**src/rtl/cla_pkg.sv**
```systemverilog
// cla_pkg: shared state encoding, widths and carry-lookahead span helper for cla_accum_16
package cla_pkg;
  localparam int ACC_W = 16;
  localparam int BYTE_W = 8;
  typedef enum logic [1:0] {IDLE, ADD_LO, ADD_HI, DONE} accum_state_t;
  function automatic logic [BYTE_W-1:0] span_mask(input int lo, input int hi);
    for (int k = 0; k < BYTE_W; k++) span_mask[k] = k >= lo && k < hi;
  endfunction
endpackage

```
**src/rtl/cla_8bit.sv**
```systemverilog
// cla_8bit: 8-bit carry-lookahead adder with carry out in Sum[8]
module cla_8bit
  import cla_pkg::*;
(
  input  logic [7:0] A,
  input  logic [7:0] B,
  output logic [8:0] Sum
);
  logic [7:0] g;
  logic [7:0] p;
  logic [8:0] c;
  assign g = A & B;
  assign p = A ^ B;
  // every carry is the OR of each lower generate whose propagate chain reaches it
  always_comb begin
    c = '0;
    for (int i = 1; i <= 8; i++)
      for (int j = 0; j < i; j++)
        c[i] = c[i] | (g[j] & (&(p | ~span_mask(j + 1, i))));
  end
  assign Sum = {c[8], p ^ c[7:0]};
endmodule

```
**src/rtl/cla_accum_16.sv**
```systemverilog
// cla_accum_16: byte-stream accumulator on one time-shared 8-bit CLA; define CLA_ACCUM_SAT_EN to saturate instead of wrap
module cla_accum_16
  import cla_pkg::*;
#(
  parameter int CNT_W = 8
) (
  input  logic             clk,
  input  logic             rst_n,
  input  logic             in_valid,
  output logic             in_ready,
  input  logic [7:0]       in_data,
  input  logic             in_last,
  output logic             out_valid,
  input  logic             out_ready,
  output logic [15:0]      out_sum,
  output logic [CNT_W-1:0] out_count,
  output logic             out_ovf
);
  accum_state_t      state;
  logic [ACC_W-1:0]  acc;
  logic [BYTE_W-1:0] op_r;
  logic              last_r;
  logic              carry_r;
  logic              ovf_r;
  logic [CNT_W-1:0]  count;
  logic              hi;
  logic [BYTE_W-1:0] add_a;
  logic [BYTE_W-1:0] add_b;
  logic [BYTE_W:0]   sum;
  assign hi = state == ADD_HI;
  assign add_a = hi ? acc[15:8] : acc[7:0];
  assign add_b = hi ? {7'b0, carry_r} : op_r;
  cla_8bit u_add (.A(add_a), .B(add_b), .Sum(sum));
  assign in_ready = state == IDLE;
  assign out_valid = state == DONE;
  assign out_sum = acc;
  assign out_count = count;
  assign out_ovf = ovf_r;
  // accept an operand, add low byte then high byte, hold the result until it is taken
  always_ff @(posedge clk or negedge rst_n) begin
    if (!rst_n) begin
      state <= IDLE;
      acc <= '0;
      op_r <= '0;
      last_r <= 1'b0;
      carry_r <= 1'b0;
      ovf_r <= 1'b0;
      count <= '0;
    end else begin
      case (state)
        IDLE: if (in_valid) begin
          op_r <= in_data;
          last_r <= in_last;
          state <= ADD_LO;
        end
        ADD_LO: begin
`ifdef CLA_ACCUM_SAT_EN
          if (!ovf_r) acc[7:0] <= sum[7:0];
`else
          acc[7:0] <= sum[7:0];
`endif
          carry_r <= sum[8];
          state <= ADD_HI;
        end
        ADD_HI: begin
`ifdef CLA_ACCUM_SAT_EN
          acc <= (sum[8] || ovf_r) ? '1 : {sum[7:0], acc[7:0]};
`else
          acc[15:8] <= sum[7:0];
`endif
          ovf_r <= ovf_r | sum[8];
          count <= &count ? count : count + 1'b1;
          state <= last_r ? DONE : IDLE;
        end
        default: if (out_ready) begin
          acc <= '0;
          count <= '0;
          ovf_r <= 1'b0;
          carry_r <= 1'b0;
          state <= IDLE;
        end
      endcase
    end
  end
endmodule

```
**config.mk**
```make
export PLATFORM = sky130hd
export DESIGN_NAME = cla_accum_16
export DESIGN_NICKNAME = d
export VERILOG_FILES = /design/src/rtl/cla_pkg.sv /design/src/rtl/cla_8bit.sv /design/src/rtl/cla_accum_16.sv
export SDC_FILE = /design/constraint.sdc
export NUM_CORES = 1
export LEC_CHECK = 0
export ABC_CLOCK_PERIOD_IN_PS = 6100
export BUFFER_PORTS_ARGS = -buffer_cell sky130_fd_sc_hd__buf_4
export CELL_PAD_IN_SITES_DETAIL_PLACEMENT = 0
export CELL_PAD_IN_SITES_GLOBAL_PLACEMENT = 1
export CORE_AREA = 2 2 71 73
export CTS_CLUSTER_DIAMETER = 50
export DETAILED_ROUTE_END_ITERATION = 8
export DIE_AREA = 0 0 73 75
export GPL_TIMING_DRIVEN = 1
export PLACE_DENSITY = 0.84
export SETUP_SLACK_MARGIN = 0.5
export SYNTH_ARGS = -nofsm -noshare
export SYNTH_HDL_FRONTEND = slang
export SYNTH_SLANG_ARGS = --single-unit
```
**constraint.sdc**
```tcl
create_clock -name clk -period 6.1 [get_ports clk]
set_clock_uncertainty 0.15 [all_clocks]
set_input_delay 1.83 -clock clk [delete_from_list [all_inputs] [get_ports clk]]
set_output_delay 1.83 -clock clk [all_outputs]
set_load 0.02 [all_outputs]
```
==> results by group, run 1 <==
CTS
  – Post-cts resize count: 0
  – CTS tree: built
  – CTS buffer count: 5
  – Clock-pin slew on the worst setup and hold paths: 0.07 ns
  – Clock tree buffer depth: 2
  – H-tree levels: 2
  – Cts-stage hold buffer count: 0
  – Worst skew pair latency: 0.29 ns
  – Root Buffer: clkbuf_8
  – Post-CTS Setup Bufs: 0
  – Clock Sinks: 37

Floorplan
  – Die X: 73 um
  – Chip Height: 75 um
  – Die Area: about 0.0055 mm^2
  – Total core area: 0.00466 mm^2
  – Initial Util: 0.450
  – Rows: 25
  – IO Count: 40

Worst hold path
  – Worst min path class: flop to flop

Critical path
  – Data arrival, critical path: 1.44 ns
  – Critical path's top delay family: flip-flops
  – CP peak stage delay: 0.40 ns
  – Buf+Inv Stages, Crit Path: 2
  – Worst-path fanout max: 9
  – Worst setup SP type: flop
  – Worst-path cell chain: inv_1 -> ha_1 -> buf_4
  – Worst path slowest cell: dfrtp_1
  – Endpoint type of the worst setup path: output port
  – Crit path required time: a little over 4 ns
  – Crit path kind: flop to output port

Pwr
  – Peak supply drop: 0.191 mV
  – Leakage dissipation: between 1 and 1.5 nW
  – Power Dens Cells: 512 mW/mm^2

Placement
  – Placed cell areas: 0.00242 mm^2
  – Routability congestion estimate: 0.840
  – PortBufs: 39
  – Detailed placement HPWL: between 3000 and 4000 um
  – Placed cell count: 283

Timing
  – Setup TNS: 0 ns
  – Final period util: 0.561
  – Slew @ Worst Pin: 0.804 ns
  – Fin. Hold Viols: 0
  – Clock period minus worst slack: 3.42 ns
  – Slew Limit Fails: 0
  – F_max: about 0.3 GHz
  – Final setup vio count: 0
  – Slew margin rel.: 0.460
  – RSZ-0062 raised after global routing: no
  – Final hold slack: 0.351 ns

Synth
  – Post-Syn Area per Cell: 10.7 um^2
  – #FFs+latches synth: 37
  – Seq/Total Area, Yosys: 0.441
  – Synth Warn #: 0
  – Netlist Area Pre-Place: about 0.0021 mm^2
  – Synthesized Nets: 224
  – Synth Area in Compound Gates: 0.184
  – Adder-Cell Fraction of Synth Area: 0.0871
  – Post-synthesis simple-gate area fraction: 0.151
  – Netlist cell types: 42
  – Cells after Synth: 197
  – EDFF count, synth: 0
  – Multiplexer share of the synthesized area: 0.0966
  – Ys flop type: dfrtp_1
  – Combinational family with the most area after synthesis: compound AO/OA/AOI/OAI gates
  – Post-synth ARST share: 1.00
  – Post-Synth XOR/XNOR Area: 0.00835

Global route
  – First-pass GRT wire length: 7620 um
  – Grt total ovfl: 0
  – Initial antenna violation count: 0
  – GRT Total Usage: 0.183
  – Largest net degree at the start of global routing: 38
  – Vias in the first global route: 1591

Final layout
  – Design area: 0.00251 mm^2
  – Post-Route Utilization: 0.539
  – Final cell count without fillers: 290
  – P&R area growth vs syn: 19.6%
  – Share of layout cells above drive strength 1: 0.292
  – Total Nets Final: 263
  – Fill cells: between 400 and 500
  – Diode count: 0

Detailed routing
  – Overall routed net length: 4540 um
  – Routed wl met2: 1950 um
  – Vias: 1660
  – Avg Vias per Cell: 5.72
  – Post-DRT Antenna Nets: 0
  – DR WL/cell: about 16 um
  – DR iter-0 viols: 83
  – Remaining DRCs: 0
  – DRT Pass-1 Iters: 4
  – Top sig layer: met4
  – M1 wire length: 2280 um
  – Met3 WL: 229 um

Outcome
  – Status: complete, no violations

Run
  – Number of max-cap violations: 0
-- area by class of cell --
cell class	instances	area [um^2]	share of cell area
timing repair buffer	41	308	0.123
inverter	4	15.0	0.00598
multi-input combinational	147	1110	0.441
tap	54	67.6	0.0269
clock buffer	7	86.3	0.0344
sequential	37	926	0.369
-- flip-flops by register name (all words and copies together), names as in the netlist --
signal	count
op_r	8
out_ovf	1
out_count	8
last_r	1
out_sum	16
state	2
carry_r	1
-- worst reg2reg max path, delay by kind of cell, from the launching register on --
kind,cells,cell delay [ns]
adder cells (fa/ha/maj),2,0.53
flip-flops,1,0.40
AND/OR/NAND/NOR,1,0.14
multiplexers,1,0.39
buffers and inverters,2,0.44
AO/OA/AOI/OAI,3,1.01
-- worst paths after layout --
kind,cells after the start,to,start,slack [ns]
hold / removal,1,op_r[6]$_DFFE_PN0P_,op_r[6]$_DFFE_PN0P_,0.35
max in group asynchronous,1,carry_r$_DFFE_PN0P_,rst_n,4.12
setup reg to reg,9,out_sum[7]$_DFFE_PN0P_,state[0]$_DFFE_PN0P_,2.95
setup / recovery,3,in_ready,state[0]$_DFFE_PN0P_,2.68
hold reg to reg,1,op_r[6]$_DFFE_PN0P_,op_r[6]$_DFFE_PN0P_,0.35
min in group asynchronous,1,out_sum[13]$_DFFE_PN0P_,rst_n,1.35
-- synth_stat cells (all sizes together) (2+ instances only) --
master | instances | area [um^2]
nor3 | 3 | 15.0
o21ai | 8 | 40.0
or4 | 4 | 33.8
a21o | 3 | 22.5
a22o | 8 | 70.1
clkbuf | 6 | 22.5
nand2 | 19 | 71.3
mux2 | 18 | 203
a32o | 5 | 50.1
ha | 13 | 163
a31oi | 2 | 12.5
nor4b | 2 | 23.8
inv | 4 | 15.0
buf | 3 | 27.5
nor2b | 7 | 43.8
nand3 | 5 | 25.0
a22oi | 2 | 15.0
and2 | 2 | 12.5
o31ai | 10 | 75.1
and3 | 3 | 18.8
a21oi | 10 | 50.1
dfrtp | 37 | 926
nor2 | 8 | 30.0
-- cells in the final DEF, fill, tap and decap left out, types with 2 or more instances in the layout --
master,netlist,routed
or4_1,3,3
nor3_1,3,3
o31ai_1,10,10
buf_4,0,41
nor2_1,8,8
o21ai_0,7,7
a22o_1,8,8
nor2b_1,7,7
inv_1,4,4
a22oi_1,2,2
nand3_1,5,5
dfrtp_1,37,37
mux2_2,18,18
a32o_1,5,5
a21oi_1,10,10
a21o_1,3,3
and2_1,2,2
ha_1,13,13
clkbuf_8,0,6
a31oi_1,2,2
and3_1,3,3
nand2_1,19,19
-- through the flow --
step	setup WS, ns	power (mW)
after global routing	2.60	1.40
after detailed placement	2.85	1.11
after global placement	2.88	1.11
after CTS	2.68	1.29
after floorplan	3.05	0.919
final	2.68	1.29
-- per-layer routing --
metal  up-vias  GRT usage
met5         -          0
met4         0     0.0802
met3         6     0.0415
met2        48      0.269
met1       778      0.258
li1        828          -
-- where the power goes --
part	internal [mW]	switching [mW]
combinational	0.312	0.417
sequential	0.326	0.0579
clock	0.0896	0.0832
total	0.728	0.558
-- cell families after synthesis --
| logic type | Yosys count |
|---|---|
| AOI/OAI and AO/OA | 54 |
| xor gates and xnor gates | 2 |
| adders and majority gates | 14 |
| buffers and inverters | 13 |
| DFF | 37 |
| muxes | 18 |
| and+or+nand+nor | 59 |
Note: power is estimated with default switching activity, not from simulation.
==> run 2, diff against run 1 <==
Settings changed: ABC_AREA from default to 1, ABC_CLOCK_PERIOD_IN_PS 6100 to 2800, CORE_AREA 2 2 71 73 to 2 2 80 82, DIE_AREA 0 0 73 75 to 0 0 82 84, PLACE_DENSITY 0.84 to 0.74.
Clock period 6.1 ns to 2.8 ns, I/O delays scaled along.
==> results by group, run 2 <==
Synth
  – Cells after Synth: 261 (was 197)
  – Seq/Total Area, Yosys: 0.445 (was 0.441)
  – #FFs+latches synth: 37 (unchanged)
  – Count leader, synth: nand2_1 (was dfrtp_1)
  – Netlist cell types: 30 (was 42)
  – Netlist Area Pre-Place: 0.00208 mm^2 (was 0.00210 mm^2)
  – Top-area cell type share of the netlist area: 0.445 (was 0.441)
  – Synth Warn #: 0 (unchanged)
  – Post-Syn Area per Cell: 7.97 um^2 (was 10.7 um^2)
  – Post-synth top cells: 76 x nand2_1, 37 x dfrtp_1, 35 x inv_1 (was 37 x dfrtp_1, 19 x nand2_1, 18 x mux2_2)
  – Leading area contributor after synthesis: dfrtp_1 (unchanged)
  – Main area contributors after synthesis: dfrtp_1 45%, nand2_1 14%, ha_1 7.8% (was dfrtp_1 44%, mux2_2 9.7%, ha_1 7.8%)
  – Ys flop type: dfrtp_1 (unchanged)
  – Post-synth ARST share: 1.00 (unchanged)
  – Synthesized Nets: 288 (was 224)
  – EDFF count, synth: 0 (unchanged)

CTS
  – Root Buffer: clkbuf_8 (unchanged)
  – Clock-pin slew on the worst setup and hold paths: 0.08 ns (was 0.07 ns)
  – CTS buffer count: 5 (unchanged)
  – CTS tree: built (unchanged)
  – Worst skew pair latency: 0.29 ns (about the same)
  – H-tree levels: 2 (unchanged)
  – Clock tree buffer depth: 2 (unchanged)
  – Clock Sinks: 37 (unchanged)
  – Cts-stage hold buffer count: 0 (unchanged)

Pwr
  – Power Dens Cells: 1160 mW/mm^2 (was 512 mW/mm^2)
  – Net Sw Power: 1.53 mW (was 558 uW)
  – Clock power frac: 0.111 (was 0.134)
  – Peak supply drop: 0.440 mV (was 0.191 mV)
  – Leakage dissipation: 1.47 nW (was 1.20 nW)
  – Internal power: 1.79 mW (was 728 uW)
  – Sequential power share: 0.251 (was 0.299)
  – Power share of the combinational group: 0.637 (was 0.567)
  – Switch share: 0.460 (was 0.434)

Timing
  – Final period util: 0.833
  – F_max: 0.429 GHz
  – Final setup vio count: 0 (unchanged)
  – Clock period minus worst slack: 2.33 ns
  – Slew Limit Fails: 0 (unchanged)
  – Slew @ Worst Pin: 0.470 ns (was 0.804 ns)
  – RSZ-0062 raised after global routing: yes (was no)
  – Minimum setup slack in the final design: 0.468 ns (was 2.68 ns)
  – Fin. Hold Viols: 0 (unchanged)
  – Slew margin rel.: 0.687 (was 0.460)
  – Setup TNS: 0 ns (unchanged)

Final layout
  – Diode count: 0 (unchanged)
  – Total Nets Final: 347 (was 263)
  – Final cell count without fillers: 398 (was 290)
  – P&R area growth vs syn: 37.5% (was 19.6%)
  – Share of layout cells above drive strength 1: 0.346 (was 0.292)
  – Most common cell after layout, fill and taps aside: nand2_1 (was buf_4)
  – Most frequent cells in the layout: 63 x nand2_1, 53 x buf_4, 37 x dfrtp_1, 33 x inv_1, 18 x nor2_1 (was 41 x buf_4, 37 x dfrtp_1, 19 x nand2_1, 18 x mux2_2, 13 x ha_1)
  – Largest register FFs: 16 (unchanged)

Global route
  – Vias in the first global route: 1846 (was 1591)
  – Largest net degree at the start of global routing: 38 (unchanged)
  – First-pass GRT wire length: 8560 um (was 7620 um)
  – Grt total ovfl: 0 (unchanged)
  – Initial antenna violation count: 0 (unchanged)
  – GRT Total Usage: 0.162 (was 0.183)

Critical path
  – Worst R2R Start: state[1]$_DFFE_PN0P_ (was state[0]$_DFFE_PN0P_)
  – Crit path required time: 1.81 ns (was 4.12 ns)
  – Worst setup endpoint: out_valid (was in_ready)
  – Worst setup SP type: flop (unchanged)
  – Worst-path fanout max: 4 (was 9)
  – Worst R2R Path Depth: 12 (was 9)
  – Critical R2R Capture: out_sum[4]$_DFFE_PN0P_ (was out_sum[7]$_DFFE_PN0P_)
  – Endpoint type of the worst setup path: output port (unchanged)
  – Worst reg-to-reg setup slack: 0.56 ns (was 2.95 ns)
  – Data arrival, critical path: 1.34 ns (was 1.44 ns)
  – CP startpoint: state[0]$_DFFE_PN0P_ (unchanged)
  – Crit path kind: flop to output port (unchanged)

Detailed routing
  – Overall routed net length: 5190 um (was 4540 um)
  – DR WL/cell: 13.0 um (was 15.7 um)
  – Vias: 1902 (was 1660)
  – Post-DRT Antenna Nets: 0 (unchanged)
  – DR iter-0 viols: 50 (was 83)
  – DRT Pass-1 Iters: 4 (unchanged)
  – Remaining DRCs: 0 (unchanged)
  – Avg Vias per Cell: 4.78 (was 5.72)

Placement
  – PortBufs: 39 (unchanged)
  – Routability congestion estimate: 0.800 (was 0.840)
  – Detailed placement HPWL: 3650 um (was 3220 um)
  – Placed cell count: 377 (was 283)
  – Place WS: 0.400 ns (was 2.85 ns)

Floorplan
  – IO Count: 40 (unchanged)
  – Rows: 29 (was 25)
  – Die Area: 0.00689 mm^2 (was 0.00548 mm^2)
  – Chip Height: 84 um (was 75 um)
  – Initial Util: 0.341 (was 0.450)
  – Die X: 82 um (was 73 um)
  – Total core area: 0.00610 mm^2 (was 0.00466 mm^2)

Run
  – Number of max-cap violations: 0 (unchanged)

Worst hold path
  – Worst min path class: flop to flop (unchanged)

Outcome
  – Status: complete, no violations (unchanged)
## run 2: changes by cell type after synthesis, sizes merged, moves of 9 or more
cell   previous run  this run
nor2              8        26
o31ai            10         1
mux2             18         2
nand2            19        79
inv               4        38
## run 2: worst max-delay path: stages (launching register included)
cell and delay, ns:
dfrtp_1 0.40, buf_4 0.14, buf_4 0.14, ha_1 0.22
buf_4 0.16
## run 2: power by group through the flow
stage	registers [mW]	clock network [mW]	logic, mW
after floorplan	0.942	0	1.06
after global placement	0.839	0	1.64
after detailed placement	0.846	0	1.65
after CTS	0.830	0.385	1.70
after global routing	0.858	0.406	2.38
final	0.835	0.370	2.12
## run 2: area by class of cell
cell class	instances	area (um^2)
timing repair buffer	56	443
clock inverter	3	17.5
inverter	38	146
fill	612	3240
multi-input combinational	182	1160
clock buffer	5	68.8
tap	77	96.3
sequential	37	926
## run 2: logic make-up (layout without fill, tap and decap cells)
kind of cell | Yosys count | after routing | synth area share
xor+xnor | 4 | 4 | 0.0169
flops | 37 | 37 | 0.445
simple gates | 125 | 125 | 0.265
compound gates | 37 | 37 | 0.0969
fa+ha+maj | 14 | 14 | 0.0878
mux | 2 | 2 | 0.0108
buf+inv | 42 | 102 | 0.0776
## run 2: worst min-delay path by stage
stage,to,cells past startpoint,startpoint
floorplan,carry_r$_DFFE_PN0P_,2,carry_r$_DFFE_PN0P_
global placement,carry_r$_DFFE_PN0P_,2,carry_r$_DFFE_PN0P_
detailed placement,carry_r$_DFFE_PN0P_,2,carry_r$_DFFE_PN0P_
CTS,carry_r$_DFFE_PN0P_,2,carry_r$_DFFE_PN0P_
global route,op_r[6]$_DFFE_PN0P_,1,rst_n
finish,carry_r$_DFFE_PN0P_,2,carry_r$_DFFE_PN0P_
## run 2: repair_timing
action                     CTS  global route
gates resized for setup      2            46
setup buffers                2            11
setup endpoints to repair   13            17
pin swaps                    1            22
## run 2: per-stage QoR
stage           util  hold slack (ns)  power (mW)  cell area (um^2)
3_3_place_gp   0.409            0.319        2.48              2490
5_1_grt        0.469            0.388        3.64              2860
2_1_floorplan      -            0.299        2.00              2100
4_1_cts        0.427            0.348        2.91              2600
3_5_place_dp   0.409            0.325        2.50              2490
6_report       0.469            0.333        3.32              2860
## run 2: routing by layer
layer  global-route usage  part of all wire
met1                0.209              0.44
met2                0.271              0.51
met3               0.0346             0.047
met4               0.0409             0.011
met5                    0                 0
==> run 3, diff against run 2 <==
Settings changed: ABC_CLOCK_PERIOD_IN_PS 2800 to 2400, CORE_AREA 2 2 80 82 to 2 2 76 78, DIE_AREA 0 0 82 84 to 0 0 78 80, PLACE_DENSITY 0.74 to 0.78.
Clock period 2.8 ns to 2.4 ns, I/O delays scaled along.
==> results by group, run 3 (synthesis results as in run 2) <==
Outcome
  – Status: complete, no violations (unchanged)

Global route
  – GRT Total Usage: 0.171 (was 0.162)
  – Grt total ovfl: 0 (unchanged)
  – First-pass GRT wire length: 8320 um (was 8560 um)
  – Largest net degree at the start of global routing: 38 (unchanged)
  – Vias in the first global route: 1770 (was 1846)
  – Initial antenna violation count: 0 (unchanged)

CTS
  – Clock tree buffer depth: 2 (unchanged)
  – Clock Sinks: 37 (unchanged)
  – Root Buffer: clkbuf_8 (unchanged)
  – Cts-stage hold buffer count: 0 (unchanged)
  – Clock-pin slew on the worst setup and hold paths: 0.07 ns (was 0.08 ns)
  – H-tree levels: 2 (unchanged)
  – CTS buffer count: 5 (unchanged)
  – CTS tree: built (unchanged)
  – Worst skew pair latency: 0.29 ns (about the same)

Floorplan
  – Die Area: 0.00624 mm^2 (was 0.00689 mm^2)
  – IO Count: 40 (unchanged)
  – Die X: 78 um (was 82 um)
  – Chip Height: 80 um (was 84 um)
  – Rows: 27 (was 29)
  – Initial Util: 0.385 (was 0.341)
  – Total core area: 0.00541 mm^2 (was 0.00610 mm^2)

Timing
  – Setup TNS: 0 ns (unchanged)
  – Final setup vio count: 0 (unchanged)
  – F_max: 0.472 GHz
  – Minimum setup slack in the final design: 0.283 ns (was 0.468 ns)
  – Final hold slack: 0.236 ns (was 0.333 ns)
  – Clock period minus worst slack: 2.12 ns
  – RSZ-0062 raised after global routing: yes (unchanged)
  – Slew @ Worst Pin: 0.479 ns (was 0.470 ns)
  – Fin. Hold Viols: 0 (unchanged)
  – Final period util: 0.882
  – Slew margin rel.: 0.681 (was 0.687)
  – Slew Limit Fails: 0 (unchanged)

Pwr
  – Power Dens Cells: 1390 mW/mm^2 (was 1160 mW/mm^2)
  – Leakage dissipation: 1.53 nW (was 1.47 nW)
  – Final Power: 4.18 mW (was 3.32 mW)
  – Peak supply drop: 0.725 mV (was 0.440 mV)

Detailed routing
  – DR WL/cell: 13.1 um (was 13.0 um)
  – Overall routed net length: 5220 um (was 5190 um)
  – M1 wire length: 2460 um (was 2270 um)
  – Vias: 1879 (was 1902)
  – Avg Vias per Cell: 4.72 (was 4.78)
  – Post-DRT Antenna Nets: 0 (unchanged)
  – DRT Pass-1 Iters: 4 (unchanged)
  – DR iter-0 viols: 79 (was 50)
  – Top sig layer: met4 (unchanged)
  – Remaining DRCs: 0 (unchanged)
  – Met3 WL: 215 um (was 244 um)
  – Routed wl met2: 2490 um (was 2620 um)

Placement
  – Routability congestion estimate: 0.849 (was 0.800)
  – Placed cell areas: 0.00250 mm^2 (was 0.00249 mm^2)
  – Detailed placement HPWL: 3520 um (was 3650 um)
  – PortBufs: 39 (unchanged)
  – Placed cell count: 372 (was 377)
  – Place WS: 0.118 ns (was 0.400 ns)

Run
  – Number of max-cap violations: 0 (unchanged)

Worst hold path
  – Worst min path class: input port to asynchronous set/reset pin (was flop to flop)

Critical path
  – Worst reg-to-reg setup slack: 0.28 ns (was 0.56 ns)
  – Worst path depth: 8 (was 4)
  – Worst setup SP type: flop (unchanged)
  – Worst-path fanout max: 8 (was 4)
  – Worst path slowest cell: fa_1 (was dfrtp_1)
  – Endpoint type of the worst setup path: flop (was output port)
  – Buf+Inv Stages, Crit Path: 1 (was 3)
  – Worst R2R Path Depth: 8 (was 12)
  – CP peak stage delay: 0.46 ns (was 0.40 ns)
  – Critical path's top delay family: adder cells (was buffers and inverters)
  – Crit path required time: 2.43 ns (was 1.81 ns)
  – Crit path kind: flop to flop (was flop to output port)
  – CP startpoint: state[1]$_DFFE_PN0P_ (was state[0]$_DFFE_PN0P_)
  – Worst R2R Start: state[1]$_DFFE_PN0P_ (unchanged)
  – Worst-path cell chain: ha_4 -> buf_8 -> nand2_2 -> o21ai_2 -> ha_2 -> fa_1 -> xnor2_2 -> o22ai_1 (was buf_4 -> buf_4 -> ha_1 -> buf_4)
  – Data arrival, critical path: 2.14 ns (was 1.34 ns)

Final layout
  – Most common cell after layout, fill and taps aside: nand2_1 (unchanged)
  – Final cell count without fillers: 398 (unchanged)
  – Diode count: 0 (unchanged)
  – Total Nets Final: 352 (was 347)
  – Largest register FFs: 16 (unchanged)
  – Post-Route Utilization: 0.555 (was 0.469)
  – Most frequent cells in the layout: 64 x nand2_1, 57 x buf_4, 37 x dfrtp_1, 32 x inv_1, 14 x nor2_1 (was 63 x nand2_1, 53 x buf_4, 37 x dfrtp_1, 33 x inv_1, 18 x nor2_1)
  – P&R area growth vs syn: 44.3% (was 37.5%)
  – Design area: 0.00300 mm^2 (was 0.00286 mm^2)
  – Share of layout cells above drive strength 1: 0.387 (was 0.346)
==> run 3: changes by cell type in the layout (fill, tap and decap cells not counted), sizes merged <==
cell	change
clkbuf	+3
clkinv	-2
clkinvlp	-2
buf	+5
inv	+1
==> run 3: final timing paths <==
path	endpoint
setup / recovery	out_sum[2]$_DFFE_PN0P_
hold / removal	last_r$_DFFE_PN0P_
setup reg to reg	out_sum[2]$_DFFE_PN0P_
hold reg to reg	carry_r$_DFFE_PN0P_
max in group asynchronous	out_sum[7]$_DFFE_PN0P_
min in group clk	carry_r$_DFFE_PN0P_
==> run 3: area by class of cell <==
| cell class | count | area, um^2 |
|---|---|---|
| Inverter | 38 | 143 |
| Fill cell | 521 | 2400 |
| Sequential cell | 37 | 926 |
| Clock buffer | 8 | 80.1 |
| Timing Repair Buffer | 61 | 480 |
| Multi-Input combinational cell | 182 | 1280 |
| Tap cell | 72 | 90.1 |
==> run 3: what timing repair did <==
item,4_1_cts,5_1_grt
setup buffers,8,10
setup endpoints to repair,26,26
pin swaps,7,27
gates resized for setup,16,47
==> run 3: where the power goes <==
| group | internal (mW) | switching [mW] | total (mW) | leakage (nW) |
|---|---|---|---|---|
| Combinational | 1.25 | 1.52 | 2.77 | 1.01 |
| Clock | 0.207 | 0.221 | 0.428 | 0.0395 |
| Sequential | 0.837 | 0.150 | 0.988 | 0.479 |
| Total | 2.29 | 1.89 | 4.18 | 1.53 |
==> run 3: layer usage <==
| layer | global-route usage | vias up |
|---|---|---|
| li1 | - | 958 |
| met5 | 0 | - |
| met2 | 0.273 | 37 |
| met3 | 0.0362 | 5 |
| met1 | 0.236 | 879 |
| met4 | 0.0474 | 0 |
